## src/rtl/regfile_port_arbiter_if.sv

```systemverilog
// Requester-side bus of the register-file port arbiter: per-requester
// request/operand vectors toward the arbiter, grant and read-back data
// returned to the requesters.
interface regfile_port_arbiter_if #(
  parameter int NREQ = 4,
  parameter int DW   = 16,
  parameter int AW   = 4
);
  logic [NREQ-1:0]    REQ;
  logic [NREQ-1:0]    REQ_WR;
  logic [NREQ*AW-1:0] REQ_ADDR_A;
  logic [NREQ*AW-1:0] REQ_ADDR_B;
  logic [NREQ*DW-1:0] REQ_DATA;
  logic [NREQ-1:0]    GNT;
  logic [DW-1:0]      RD_SRC;
  logic [DW-1:0]      RD_DEST;
  logic               ADDR_ERR;

  modport master (
    output REQ, REQ_WR, REQ_ADDR_A, REQ_ADDR_B, REQ_DATA,
    input  GNT, RD_SRC, RD_DEST, ADDR_ERR
  );

  modport slave (
    input  REQ, REQ_WR, REQ_ADDR_A, REQ_ADDR_B, REQ_DATA,
    output GNT, RD_SRC, RD_DEST, ADDR_ERR
  );
endinterface

```

## src/rtl/regfile_port_arbiter.sv

```systemverilog
// Round-robin arbiter sharing one register file (two comb. reads, one write
// on ADDR_B) among NREQ requesters, with a sequencer that zeroes every entry.
// The winner is picked at a clock edge and issued during the following cycle.
module regfile_port_arbiter #(
  parameter int NREQ  = 4,
  parameter int DW    = 16,
  parameter int AW    = 4,
  parameter int DEPTH = 8
) (
  input  logic                  CLK,
  input  logic                  RST,
  regfile_port_arbiter_if.slave bus,
  input  logic                  CLR_REQ,
  output logic                  CLR_BUSY,
  output logic                  CLR_DONE,
  output logic                  RF_WR,
  output logic [AW-1:0]         RF_ADDR_A,
  output logic [AW-1:0]         RF_ADDR_B,
  output logic [DW-1:0]         RF_DATA_IN,
  input  logic [DW-1:0]         RF_SRC,
  input  logic [DW-1:0]         RF_DEST
);

  localparam int PW = (NREQ > 1) ? $clog2(NREQ) : 1;
  localparam int CW = (DEPTH > 1) ? $clog2(DEPTH) : 1;

  typedef enum logic [1:0] {S_IDLE, S_ISSUE, S_CLEAR} state_t;

  state_t         state, state_nx;
  logic [PW-1:0]  ptr;
  logic [PW-1:0]  win_k;
  logic [PW-1:0]  sel_k;
  logic           sel_found;
  logic           sel_load;
  logic           win_wr;
  logic [AW-1:0]  win_addr_a;
  logic [AW-1:0]  win_addr_b;
  logic [DW-1:0]  win_data;
  logic [CW-1:0]  clr_cnt, clr_cnt_nx;
  logic           clr_done_q, clr_done_nx;
  logic [NREQ-1:0] gnt_oh;
  logic [NREQ-1:0] cand;
  logic           addr_err;

  // Current grant vector, and round-robin search from ptr over requesters
  // other than the one being issued this cycle
  always_comb begin
    int unsigned idx;
    idx = 0;
    gnt_oh = '0;
    if (state == S_ISSUE) gnt_oh[win_k] = 1'b1;
    cand = bus.REQ & ~gnt_oh;
    sel_found = 1'b0;
    sel_k = '0;
    for (int unsigned i = 0; i < NREQ; i++) begin
      idx = (int'(ptr) + i) % NREQ;
      if (!sel_found && cand[PW'(idx)]) begin
        sel_found = 1'b1;
        sel_k = PW'(idx);
      end
    end
  end

  // Out-of-range check on the latched operands
  always_comb begin
    addr_err = ({1'b0, win_addr_a} >= (AW+1)'(DEPTH)) ||
               ({1'b0, win_addr_b} >= (AW+1)'(DEPTH));
  end

  // Next-state and output decode; clear request always beats pending ops
  always_comb begin
    state_nx    = state;
    sel_load    = 1'b0;
    clr_cnt_nx  = clr_cnt;
    clr_done_nx = 1'b0;
    bus.GNT      = '0;
    bus.RD_SRC   = '0;
    bus.RD_DEST  = '0;
    bus.ADDR_ERR = 1'b0;
    CLR_BUSY   = 1'b0;
    CLR_DONE   = clr_done_q;
    RF_WR      = 1'b0;
    RF_ADDR_A  = '0;
    RF_ADDR_B  = '0;
    RF_DATA_IN = '0;
    case (state)
      S_IDLE: begin
        if (CLR_REQ) begin
          state_nx   = S_CLEAR;
          clr_cnt_nx = '0;
        end else if (sel_found) begin
          state_nx = S_ISSUE;
          sel_load = 1'b1;
        end
      end
      S_ISSUE: begin
        bus.GNT      = gnt_oh;
        bus.ADDR_ERR = addr_err;
        RF_ADDR_A    = win_addr_a;
        RF_ADDR_B    = win_addr_b;
        RF_DATA_IN   = win_data;
        RF_WR        = win_wr & ~addr_err;
        if (!addr_err) begin
          bus.RD_SRC  = RF_SRC;
          bus.RD_DEST = RF_DEST;
        end
        if (CLR_REQ) begin
          state_nx   = S_CLEAR;
          clr_cnt_nx = '0;
        end else if (sel_found) begin
          state_nx = S_ISSUE;
          sel_load = 1'b1;
        end else begin
          state_nx = S_IDLE;
        end
      end
      S_CLEAR: begin
        CLR_BUSY  = 1'b1;
        RF_WR     = 1'b1;
        RF_ADDR_B = AW'(clr_cnt);
        if (clr_cnt == CW'(DEPTH - 1)) begin
          state_nx    = S_IDLE;
          clr_done_nx = 1'b1;
          clr_cnt_nx  = '0;
        end else begin
          clr_cnt_nx = clr_cnt + CW'(1);
        end
      end
      default: state_nx = S_IDLE;
    endcase
  end

  // State, pointer, clear counter and operand latch at the selection edge
  always_ff @(posedge CLK) begin
    if (RST) begin
      state      <= S_IDLE;
      ptr        <= '0;
      win_k      <= '0;
      win_wr     <= 1'b0;
      win_addr_a <= '0;
      win_addr_b <= '0;
      win_data   <= '0;
      clr_cnt    <= '0;
      clr_done_q <= 1'b0;
    end else begin
      state      <= state_nx;
      clr_cnt    <= clr_cnt_nx;
      clr_done_q <= clr_done_nx;
      if (sel_load) begin
        win_k      <= sel_k;
        win_wr     <= bus.REQ_WR[sel_k];
        win_addr_a <= bus.REQ_ADDR_A[sel_k*AW +: AW];
        win_addr_b <= bus.REQ_ADDR_B[sel_k*AW +: AW];
        win_data   <= bus.REQ_DATA[sel_k*DW +: DW];
        ptr        <= (sel_k == PW'(NREQ - 1)) ? '0 : sel_k + PW'(1);
      end
    end
  end

endmodule
```

## src/flat_wrapper.sv

```systemverilog
// flat-port wrapper written by rule: the top's interface ports become plain ports
module regfile_port_arbiter_flat 
#(
  parameter int NREQ  = 4,
  parameter int DW    = 16,
  parameter int AW    = 4,
  parameter int DEPTH = 8
)
  (CLK, RST, CLR_REQ, CLR_BUSY, CLR_DONE, RF_WR, RF_ADDR_A, RF_ADDR_B, RF_DATA_IN, RF_SRC, RF_DEST, bus_REQ, bus_REQ_WR, bus_REQ_ADDR_A, bus_REQ_ADDR_B, bus_REQ_DATA, bus_GNT, bus_RD_SRC, bus_RD_DEST, bus_ADDR_ERR);
  regfile_port_arbiter_if #(.NREQ(NREQ), .DW(DW), .AW(AW)) bus_i ();
  input  logic CLK;
  input  logic RST;
  input  logic CLR_REQ;
  output logic CLR_BUSY;
  output logic CLR_DONE;
  output logic RF_WR;
  output logic [AW-1:0] RF_ADDR_A;
  output logic [AW-1:0] RF_ADDR_B;
  output logic [DW-1:0] RF_DATA_IN;
  input  logic [DW-1:0] RF_SRC;
  input  logic [DW-1:0] RF_DEST;
  input wire logic [$bits(bus_i.REQ)-1:0] bus_REQ;
  input wire logic [$bits(bus_i.REQ_WR)-1:0] bus_REQ_WR;
  input wire logic [$bits(bus_i.REQ_ADDR_A)-1:0] bus_REQ_ADDR_A;
  input wire logic [$bits(bus_i.REQ_ADDR_B)-1:0] bus_REQ_ADDR_B;
  input wire logic [$bits(bus_i.REQ_DATA)-1:0] bus_REQ_DATA;
  output wire logic [$bits(bus_i.GNT)-1:0] bus_GNT;
  output wire logic [$bits(bus_i.RD_SRC)-1:0] bus_RD_SRC;
  output wire logic [$bits(bus_i.RD_DEST)-1:0] bus_RD_DEST;
  output wire logic [$bits(bus_i.ADDR_ERR)-1:0] bus_ADDR_ERR;
  assign bus_i.REQ = bus_REQ;
  assign bus_i.REQ_WR = bus_REQ_WR;
  assign bus_i.REQ_ADDR_A = bus_REQ_ADDR_A;
  assign bus_i.REQ_ADDR_B = bus_REQ_ADDR_B;
  assign bus_i.REQ_DATA = bus_REQ_DATA;
  assign bus_GNT = bus_i.GNT;
  assign bus_RD_SRC = bus_i.RD_SRC;
  assign bus_RD_DEST = bus_i.RD_DEST;
  assign bus_ADDR_ERR = bus_i.ADDR_ERR;
  regfile_port_arbiter #(.NREQ(NREQ), .DW(DW), .AW(AW), .DEPTH(DEPTH)) u_core (.CLK(CLK), .RST(RST), .bus(bus_i), .CLR_REQ(CLR_REQ), .CLR_BUSY(CLR_BUSY), .CLR_DONE(CLR_DONE), .RF_WR(RF_WR), .RF_ADDR_A(RF_ADDR_A), .RF_ADDR_B(RF_ADDR_B), .RF_DATA_IN(RF_DATA_IN), .RF_SRC(RF_SRC), .RF_DEST(RF_DEST));
endmodule
```

## config.mk

```make
export PLATFORM = sky130hd
export DESIGN_NAME = regfile_port_arbiter_flat
export DESIGN_NICKNAME = d
export VERILOG_FILES = /design/src/rtl/regfile_port_arbiter_if.sv /design/src/rtl/regfile_port_arbiter.sv /design/src/flat_wrapper.sv
export SDC_FILE = /design/constraint.sdc
export NUM_CORES = 1
export LEC_CHECK = 0
export ABC_AREA = 1
export BUFFER_PORTS_ARGS = -buffer_cell sky130_fd_sc_hd__buf_2
export CORE_MARGIN = 8
export CORE_UTILIZATION = 43
export CTS_CLUSTER_DIAMETER = 100
export CTS_CLUSTER_SIZE = 28
export DETAILED_ROUTE_END_ITERATION = 16
export PLACE_DENSITY = 0.82
export SKIP_LAST_GASP = 1
export SLEW_MARGIN = 20
export SYNTH_ARGS = -nofsm -noshare
export SYNTH_HDL_FRONTEND = slang
export SYNTH_SLANG_ARGS = --single-unit
```

## constraint.sdc

```tcl
create_clock -name CLK -period 2.3 [get_ports CLK]
set_input_delay 0.345 -clock CLK [delete_from_list [all_inputs] [get_ports CLK]]
set_output_delay 0.345 -clock CLK [all_outputs]
set_load 0.01 [all_outputs]
```

==> impl_metrics.py, run 1 <==
metrics = {
    "grt": {
        "grt.total_usage": 0.205,
        "overflow": 0,
        "grt.busiest_layer": "met2",
        "first_pass_grt_wire_length_um": 17200,
        "grt.met1_usage": 0.224,
        "global_route.usage.met2": 0.371,
        "initial_antenna_violation_count": 0,
        "gr-usage-met3": 0.0635,
        "number_of_global_route_vias_before_repair": 3952,
        "grt_start_max_net_pins": 47,
    },
    "worst_hold_path": {
        "hold_end": "u_core.ptr[0]$_SDFFE_PP0P_",
        "worst_hold_path_type": "primary input to register",
        "worst_hold_path.num_cells": 2,
        "timing.hold.worst.start": "RST",
    },
    "power_and_ir_drop": {
        "power_density_nw_per_um2": 1400,
        "max-vdd-ir-drop_mv": 0.737,
        "total_leakage_power_nw": 2.67,
        "fin_total_pwr_mw": 6.08,
    },
    "final_layout": {
        "drive_gt1_frac": 0.345,
        "synthToLayoutAreaGrowth_pct": 44.2,
        "nNetsFinal": 880,
        "commonest_cells_after_routing_fill_and_taps_aside": "202 x sky130_fd_sc_hd__buf_2, 176 x sky130_fd_sc_hd__nand2_1, 83 x sky130_fd_sc_hd__inv_1, 68 x sky130_fd_sc_hd__nor2_1, 51 x sky130_fd_sc_hd__nand3_1",
        "final_cell_area_excluding_filler_cells_um2": 4330,
        "instances_no_fill": 833,
        "fill_cells": 656,
        "mostFrequentLayoutCell": "sky130_fd_sc_hd__buf_2",
        "diodes": 0,
        "final_util": 0.638,
    },
    "sta": {
        "max-slew-margin-rel": 0.776,
        "final-max-slew-violation-count": 0,
        "grt_setup_unrepaired": "yes",
        "clock.fmax_ghz": 0.461,
        "fin_hold_ws_ns": 0.280,
        "setup_violations": 0,
        "worst_slew_pin_slew_ns": 0.334,
        "fin_crit_ns": 2.17,
        "skew_ns": 0.00481,
        "timing.final.crit_share": 0.944,
        "final_hold_viol_count": 0,
    },
    "worst_setup_path": {
        "critical_path.startpoint_type": "register",
        "crit-reg2reg-capture": "u_core.win_addr_b[0]$_SDFFE_PP0P_",
        "critPathCaptureType": "output port",
        "worstPathMaxFanout": 32,
        "worst-endpoint-arrival_ns": 1.83,
        "timing.reg2reg.setup_slack_ns": 0.14,
        "crit_required_ns": 1.96,
        "worst-setup-path-type": "register to output port",
        "rr_startpoint": "u_core.state[1]$_SDFFE_PP0P_",
        "worstRegToRegCells": 17,
    },
    "logic_synthesis": {
        "synth.cell_area_um2": 3010,
        "yosys_warnings": 0,
        "ys_types": 26,
        "syn-num-nets": 682,
        "sequential_fraction_of_the_synthesis_area": 0.233,
        "number_of_register_bits_inferred_by_synthesis": 35,
        "synth_cells": 538,
        "postSynthAreaPerCell_um2": 5.59,
    },
    "detailed_routing": {
        "initial_drc_count": 163,
        "finalWirelength_um": 10900,
        "ant_nets": 0,
        "detail_route.first_pass.iterations": 4,
        "routed_wire_length_per_instance_um": 13.0,
        "dr_total_vias": 3932,
        "detail_route.drc_violations": 0,
        "vias_per_cell": 4.72,
    },
    "floorplanning": {
        "placementRows": 30,
        "floorplan.die.width_um": 99.6,
        "num_ports": 203,
        "die_height_um": 99.6,
        "die_area_um2": 9920,
        "core_area_um2": 6790,
        "initial_core_util": 0.442,
    },
    "status": {
        "run_status": "complete, no violations",
    },
    "cts": {
        "holdBufCountCts": 0,
        "clk_pin_slew_worst_paths_ns": 0.07,
        "cts_max_path_buffers": 2,
        "cts_max_level": 2,
        "number_of_cts_inserted_buffers": 5,
        "buffer_type_at_the_clock_tree_root": "sky130_fd_sc_hd__clkbuf_8",
        "clock_insertion_delay_worst_skew_ns": 0.28,
        "cts_tree": "yes",
        "cts.sink_count": 35,
    },
    "placed_design": {
        "place_congestion": 0.827,
        "port_buffers": 202,
        "placed_cell_area_um2": 4110,
        "hpwl_um": 8710,
        "placed_cells_incl_taps": 822,
    },
    "job": {
        "cap_violations": 0,
    },
}
-- routing by layer --
layer / wire (um) / share of wire / vias to the layer above
met5: 0 / 0 / -
met2: 5330 / 0.49 / 181
met1: 4490 / 0.41 / 1699
met3: 919 / 0.085 / 12
li1: - / - / 2040
met4: 130 / 0.012 / 0
-- stage by stage --
stage | setup TNS [ns] | setup slack, ns
global placement | 0 | 0.0980
CTS | -0.00651 | -0.00651
floorplan | 0 | 0.316
global route | -0.0861 | -0.0216
detailed placement | 0 | 0.00967
finish | 0 | 0.129
-- Yosys cell counts --
library cell / number / area (um2)
sky130_fd_sc_hd__inv_1: 83 / 312
sky130_fd_sc_hd__ha_1: 5 / 62.6
sky130_fd_sc_hd__buf_6: 4 / 45.0
sky130_fd_sc_hd__buf_4: 10 / 75.1
sky130_fd_sc_hd__inv_2: 3 / 11.3
sky130_fd_sc_hd__o21a_1: 25 / 188
sky130_fd_sc_hd__dfxtp_1: 35 / 701
sky130_fd_sc_hd__buf_2: 3 / 15.0
sky130_fd_sc_hd__nor2_1: 68 / 255
sky130_fd_sc_hd__inv_4: 2 / 12.5
sky130_fd_sc_hd__o21ai_0: 6 / 30.0
sky130_fd_sc_hd__a211oi_1: 1 / 7.51
sky130_fd_sc_hd__xnor2_1: 1 / 8.76
sky130_fd_sc_hd__a21oi_1: 31 / 155
sky130_fd_sc_hd__nand2_2: 4 / 25.0
sky130_fd_sc_hd__buf_1: 2 / 7.51
sky130_fd_sc_hd__nor2_4: 3 / 33.8
sky130_fd_sc_hd__nand3_1: 60 / 300
sky130_fd_sc_hd__a31oi_1: 1 / 6.26
sky130_fd_sc_hd__o21ai_4: 1 / 16.3
sky130_fd_sc_hd__nand2_1: 177 / 664
sky130_fd_sc_hd__clkbuf_1: 8 / 30.0
sky130_fd_sc_hd__nor3_1: 2 / 10.0
sky130_fd_sc_hd__xor2_1: 1 / 8.76
sky130_fd_sc_hd__a21oi_2: 1 / 8.76
sky130_fd_sc_hd__nor3_4: 1 / 16.3
-- power breakdown --
group	internal (mW)	switching, mW
sequential	0.919	0.220
clock	0.212	0.225
combinational	1.75	2.75
total	2.88	3.20
-- sequential cells by signal, summed over array words and instances, names as in the netlist --
register	cells
u_core.win_addr_b	4
u_core.win_data	16
u_core.ptr	2
u_core.clr_cnt	3
u_core.win_k	2
u_core.state	2
u_core.win_addr_a	4
u_core.win_wr	1
u_core.CLR_DONE	1
-- worst max path at each step --
stage | startpoint | endpoint | depth (start not counted)
floorplan | u_core.state[1]$_SDFFE_PP0P_ | u_core.win_addr_b[2]$_SDFFE_PP0P_ | 15
global placement | u_core.state[1]$_SDFFE_PP0P_ | u_core.win_addr_a[3]$_SDFFE_PP0P_ | 15
detailed placement | u_core.state[1]$_SDFFE_PP0P_ | u_core.win_data[4]$_SDFFE_PP0P_ | 14
CTS | u_core.state[1]$_SDFFE_PP0P_ | u_core.win_addr_b[0]$_SDFFE_PP0P_ | 16
global route | u_core.state[1]$_SDFFE_PP0P_ | u_core.win_data[2]$_SDFFE_PP0P_ | 16
finish | u_core.state[1]$_SDFFE_PP0P_ | bus_RD_DEST[15] | 8
-- critical path, stage by stage, from the launching register on --
cell and delay (ns):
sky130_fd_sc_hd__dfxtp_2 0.34, sky130_fd_sc_hd__inv_1 0.07, sky130_fd_sc_hd__ha_4 0.18, sky130_fd_sc_hd__buf_4 0.14
sky130_fd_sc_hd__buf_4 0.19, sky130_fd_sc_hd__nand2_1 0.08, sky130_fd_sc_hd__buf_4 0.28, sky130_fd_sc_hd__nor2_1 0.09
sky130_fd_sc_hd__buf_2 0.15
-- cells by family (layout without fill, tap and decap cells) --
kind of cell,Yosys count,count (layout),share of synthesized area
AOI/OAI and AO/OA,66,66,0.137
xor gates and xnor gates,2,2,0.00583
adders and majority gates,5,5,0.0208
buffers and inverters,115,314,0.169
DFF,35,35,0.233
and+or+nand+nor,315,315,0.434
-- layout make-up --
cell class / count / area [um2] / share of cell area
Clock buffer: 6 / 72.6 / 0.0167
Tap cell: 96 / 120 / 0.0277
Sequential cell: 35 / 703 / 0.162
Multi-Input combinational cell: 388 / 1870 / 0.430
Timing Repair Buffer: 218 / 1210 / 0.280
Inverter: 88 / 345 / 0.0797
Clock inverter: 2 / 12.5 / 0.00289
-- timing repair --
item	in CTS	in global routing
pin swaps	0	2
gates cloned	0	1
buffers inserted	0	2
gates resized for setup	1	20
setup endpoints to repair	1	29
(Power assumes the default switching activity.)
==> run 2: changes to the inputs <==
Settings changed: ABC_AREA 1 to not set, CORE_UTILIZATION 43 to 41.
==> run 2 against run 1 <==
Net effect:
- the flow now finishes with violations (setup timing)
- core utilization increased by 4.7 points
- critical path depth increased by 1
- sequential share of layout area about the same
- hold slack improved by 0.072 ns
- flip-flop and latch count unchanged
- sequential power decreased by 28%
- die area decreased by 5.2%
- clock power increased by 0.9%
- clock skew increased by 0.0051 ns
- cell count decreased by 25%
==> impl_metrics.py, run 2 <==
metrics = {
    "floorplanning": {
        "placementRows": 29,
        "initial_core_util": 0.424,
        "floorplan.die.width_um": 97,
        "die_height_um": 97,
        "core_area_um2": 6350,
        "num_ports": 203,
        "die_area_um2": 9410,
    },
    "status": {
        "failed_checks": "setup timing",
        "run_status": "complete, but fails checks",
    },
    "detailed_routing": {
        "uppermost_layer_routed": "met4",
        "dr_total_vias": 3237,
        "met2RoutedLength_um": 5730,
        "initial_drc_count": 130,
        "routed_wire_length_per_instance_um": 17.7,
        "detailroute.wirelength.met3_um": 746,
        "finalWirelength_um": 11000,
        "routedLengthMet1_um": 4350,
        "ant_nets": 0,
        "vias_per_cell": 5.21,
        "detail_route.drc_violations": 0,
        "detail_route.first_pass.iterations": 4,
    },
    "power_and_ir_drop": {
        "power_frac_seq": 0.265,
        "share_clk_of_total_power": 0.143,
        "cellInternalPower_mw": 1.92,
        "fin_total_pwr_mw": 3.09,
        "max-vdd-ir-drop_mv": 0.415,
        "power_density_nw_per_um2": 711,
        "power.share.switching": 0.378,
        "switching_power_mw": 1.17,
        "total_leakage_power_nw": 2.30,
        "combPwrFrac": 0.592,
    },
    "worst_setup_path": {
        "worst-setup-path-type": "register to register",
        "worst-endpoint-arrival_ns": 2.54,
        "worstPathMaxFanout": 8,
        "crit_required_ns": 2.46,
        "crit_path_end": "u_core.win_data[0]$_SDFFE_PP0P_",
        "worstRegToRegCells": 9,
        "critical_path.startpoint_type": "register",
        "rr_startpoint": "u_core.ptr[0]$_SDFFE_PP0P_",
        "critPathCaptureType": "register",
        "setup.worst_path.start": "u_core.ptr[0]$_SDFFE_PP0P_",
        "timing.reg2reg.setup_slack_ns": -0.08,
        "crit-reg2reg-capture": "u_core.win_data[0]$_SDFFE_PP0P_",
    },
    "cts": {
        "holdBufCountCts": 0,
        "buffer_type_at_the_clock_tree_root": "sky130_fd_sc_hd__clkbuf_8",
        "cts.sink_count": 35,
        "cts_max_level": 2,
        "cts_tree": "yes",
        "number_of_cts_inserted_buffers": 5,
        "cts_max_path_buffers": 2,
        "clock_insertion_delay_worst_skew_ns": 0.29,
        "clk_pin_slew_worst_paths_ns": 0.08,
    },
    "sta": {
        "grt_setup_unrepaired": "yes",
        "setup_violations": 26,
        "fin_ws_ns": -0.0827,
        "clock.fmax_ghz": 0.420,
        "timing.final.crit_share": 1.04,
        "final-max-slew-violation-count": 0,
        "skew_ns": 0.00992,
        "fin_crit_ns": 2.38,
        "max-slew-margin-rel": 0.728,
        "worst_slew_pin_slew_ns": 0.408,
        "final_hold_viol_count": 0,
    },
    "final_layout": {
        "mostFrequentLayoutCell": "sky130_fd_sc_hd__buf_2",
        "fill_cells": 507,
        "final_cell_area_excluding_filler_cells_um2": 4350,
        "max_flop_register": "u_core.win_data",
        "final_util": 0.685,
        "largest_register_ffs": 16,
        "commonest_cells_after_routing_fill_and_taps_aside": "202 x sky130_fd_sc_hd__buf_2, 54 x sky130_fd_sc_hd__and2_1, 38 x sky130_fd_sc_hd__mux2i_1, 33 x sky130_fd_sc_hd__nand2_1, 30 x sky130_fd_sc_hd__dfxtp_1",
        "instances_no_fill": 621,
        "diodes": 0,
        "drive_gt1_frac": 0.533,
        "largest_registers": "u_core.win_data (16), u_core.win_addr_a (4), u_core.win_addr_b (4)",
        "synthToLayoutAreaGrowth_pct": 61.8,
        "nNetsFinal": 687,
    },
    "logic_synthesis": {
        "post_synth_main_area_contributors": "sky130_fd_sc_hd__dfxtp_1 26%, sky130_fd_sc_hd__mux2i_1 19%, sky130_fd_sc_hd__and2_1 13%",
        "yosys.area.top_type": "sky130_fd_sc_hd__dfxtp_1",
        "synthTopCellsByCount": "54 x sky130_fd_sc_hd__and2_1, 50 x sky130_fd_sc_hd__mux2i_1, 35 x sky130_fd_sc_hd__dfxtp_1, 33 x sky130_fd_sc_hd__nand2_1, 23 x sky130_fd_sc_hd__o221ai_1",
        "synth_edf_count": 0,
        "number_of_register_bits_inferred_by_synthesis": 35,
        "synth_top_area_frac": 0.260,
        "syn-num-nets": 463,
        "postSynth.asyncResetShare": 0,
        "ys.flop_type": "sky130_fd_sc_hd__dfxtp_1",
        "synth_cells": 319,
        "postSynthAreaPerCell_um2": 8.43,
        "yosys_warnings": 0,
        "synth.cell_area_um2": 2690,
        "ys_types": 47,
        "sequential_fraction_of_the_synthesis_area": 0.260,
        "post-synth-top-count-cell": "sky130_fd_sc_hd__and2_1",
    },
    "grt": {
        "grt_start_max_net_pins": 34,
        "initial_antenna_violation_count": 0,
        "grt.total_usage": 0.212,
        "overflow": 0,
        "first_pass_grt_wire_length_um": 16800,
        "number_of_global_route_vias_before_repair": 3353,
    },
    "placed_design": {
        "port_buffers": 202,
        "hpwl_um": 8710,
        "place_congestion": 0.845,
        "placed_cells_incl_taps": 603,
        "placed_cell_area_um2": 3940,
        "pre_cts_slack_ns": -0.192,
    },
    "worst_hold_path": {
        "timing.hold.worst.start": "bus_REQ_DATA[2]",
        "worst_hold_path_type": "primary input to register",
    },
    "job": {
        "cap_violations": 0,
    },
}
run 2: final cells by class:
cell class / count / area, um2 / share of cell area
Clock inverter: 3 / 15.0 / 0.00345
Multi-Input combinational cell: 256 / 2010 / 0.461
Timing Repair Buffer: 241 / 1440 / 0.331
Sequential cell: 35 / 707 / 0.162
Clock buffer: 5 / 68.8 / 0.0158
Tap cell: 77 / 96.3 / 0.0221
Inverter: 4 / 15.0 / 0.00345
run 2: metal layers:
layer	global-route usage	vias up
li1	-	1594
met1	0.232	1493
met2	0.390	135
met3	0.0562	15
met4	0.0580	0
met5	0	-
run 2: per-stage QoR:
stage / setup TNS (ns) / hold slack, ns
3_5_place_dp: -3.18 / 0.441
3_3_place_gp: -0.633 / 0.436
5_1_grt: -3.46 / 0.358
4_1_cts: -0.0772 / 0.357
6_report: -1.32 / 0.351
2_1_floorplan: 0 / 0.424
run 2: cell families after synthesis:
family          Yosys count  synth area share
simple gates            136             0.270
fa+ha+maj                 5            0.0233
mux                      50             0.186
xor+xnor                  2            0.0135
buf+inv                  28            0.0521
flops                    35             0.260
compound gates           63             0.194
run 2: power groups by stage:
| stage | sequential, mW | combinational, mW | clock, mW |
|---|---|---|---|
| 2_1_floorplan | 0.776 | 0.998 | 0 |
| 4_1_cts | 0.811 | 1.56 | 0.450 |
| 3_3_place_gp | 0.813 | 1.42 | 0 |
| 5_1_grt | 0.830 | 1.96 | 0.469 |
| 6_report | 0.819 | 1.83 | 0.441 |
| 3_5_place_dp | 0.820 | 1.47 | 0 |
run 2: worst max-delay path, stage by stage (launching register included):
cell	delay, ns
sky130_fd_sc_hd__dfxtp_2	0.45
sky130_fd_sc_hd__xnor2_4	0.15
sky130_fd_sc_hd__buf_4	0.15
sky130_fd_sc_hd__a31oi_4	0.12
sky130_fd_sc_hd__a22o_1	0.26
sky130_fd_sc_hd__a311oi_2	0.36
sky130_fd_sc_hd__nand2_4	0.21
sky130_fd_sc_hd__clkbuf_16	0.23
sky130_fd_sc_hd__mux2i_2	0.19
sky130_fd_sc_hd__o221ai_2	0.12
run 2: how the worst min path moves through the flow:
stage,endpoint,slack [ns],depth (start not counted)
2_1_floorplan,u_core.win_addr_a[0]$_SDFFE_PP0P_,0.42,2
3_3_place_gp,u_core.win_addr_a[0]$_SDFFE_PP0P_,0.44,2
3_5_place_dp,u_core.win_data[4]$_SDFFE_PP0P_,0.44,2
4_1_cts,u_core.win_addr_b[2]$_SDFFE_PP0P_,0.36,3
5_1_grt,u_core.win_data[6]$_SDFFE_PP0P_,0.36,3
6_report,u_core.win_data[2]$_SDFFE_PP0P_,0.35,3
run 2: timing repair:
item                       CTS  global route
setup endpoints to repair   27            42
buffers inserted             0             6
gates resized for setup     13            31
gates cloned                 1             3
pin swaps                    1            20
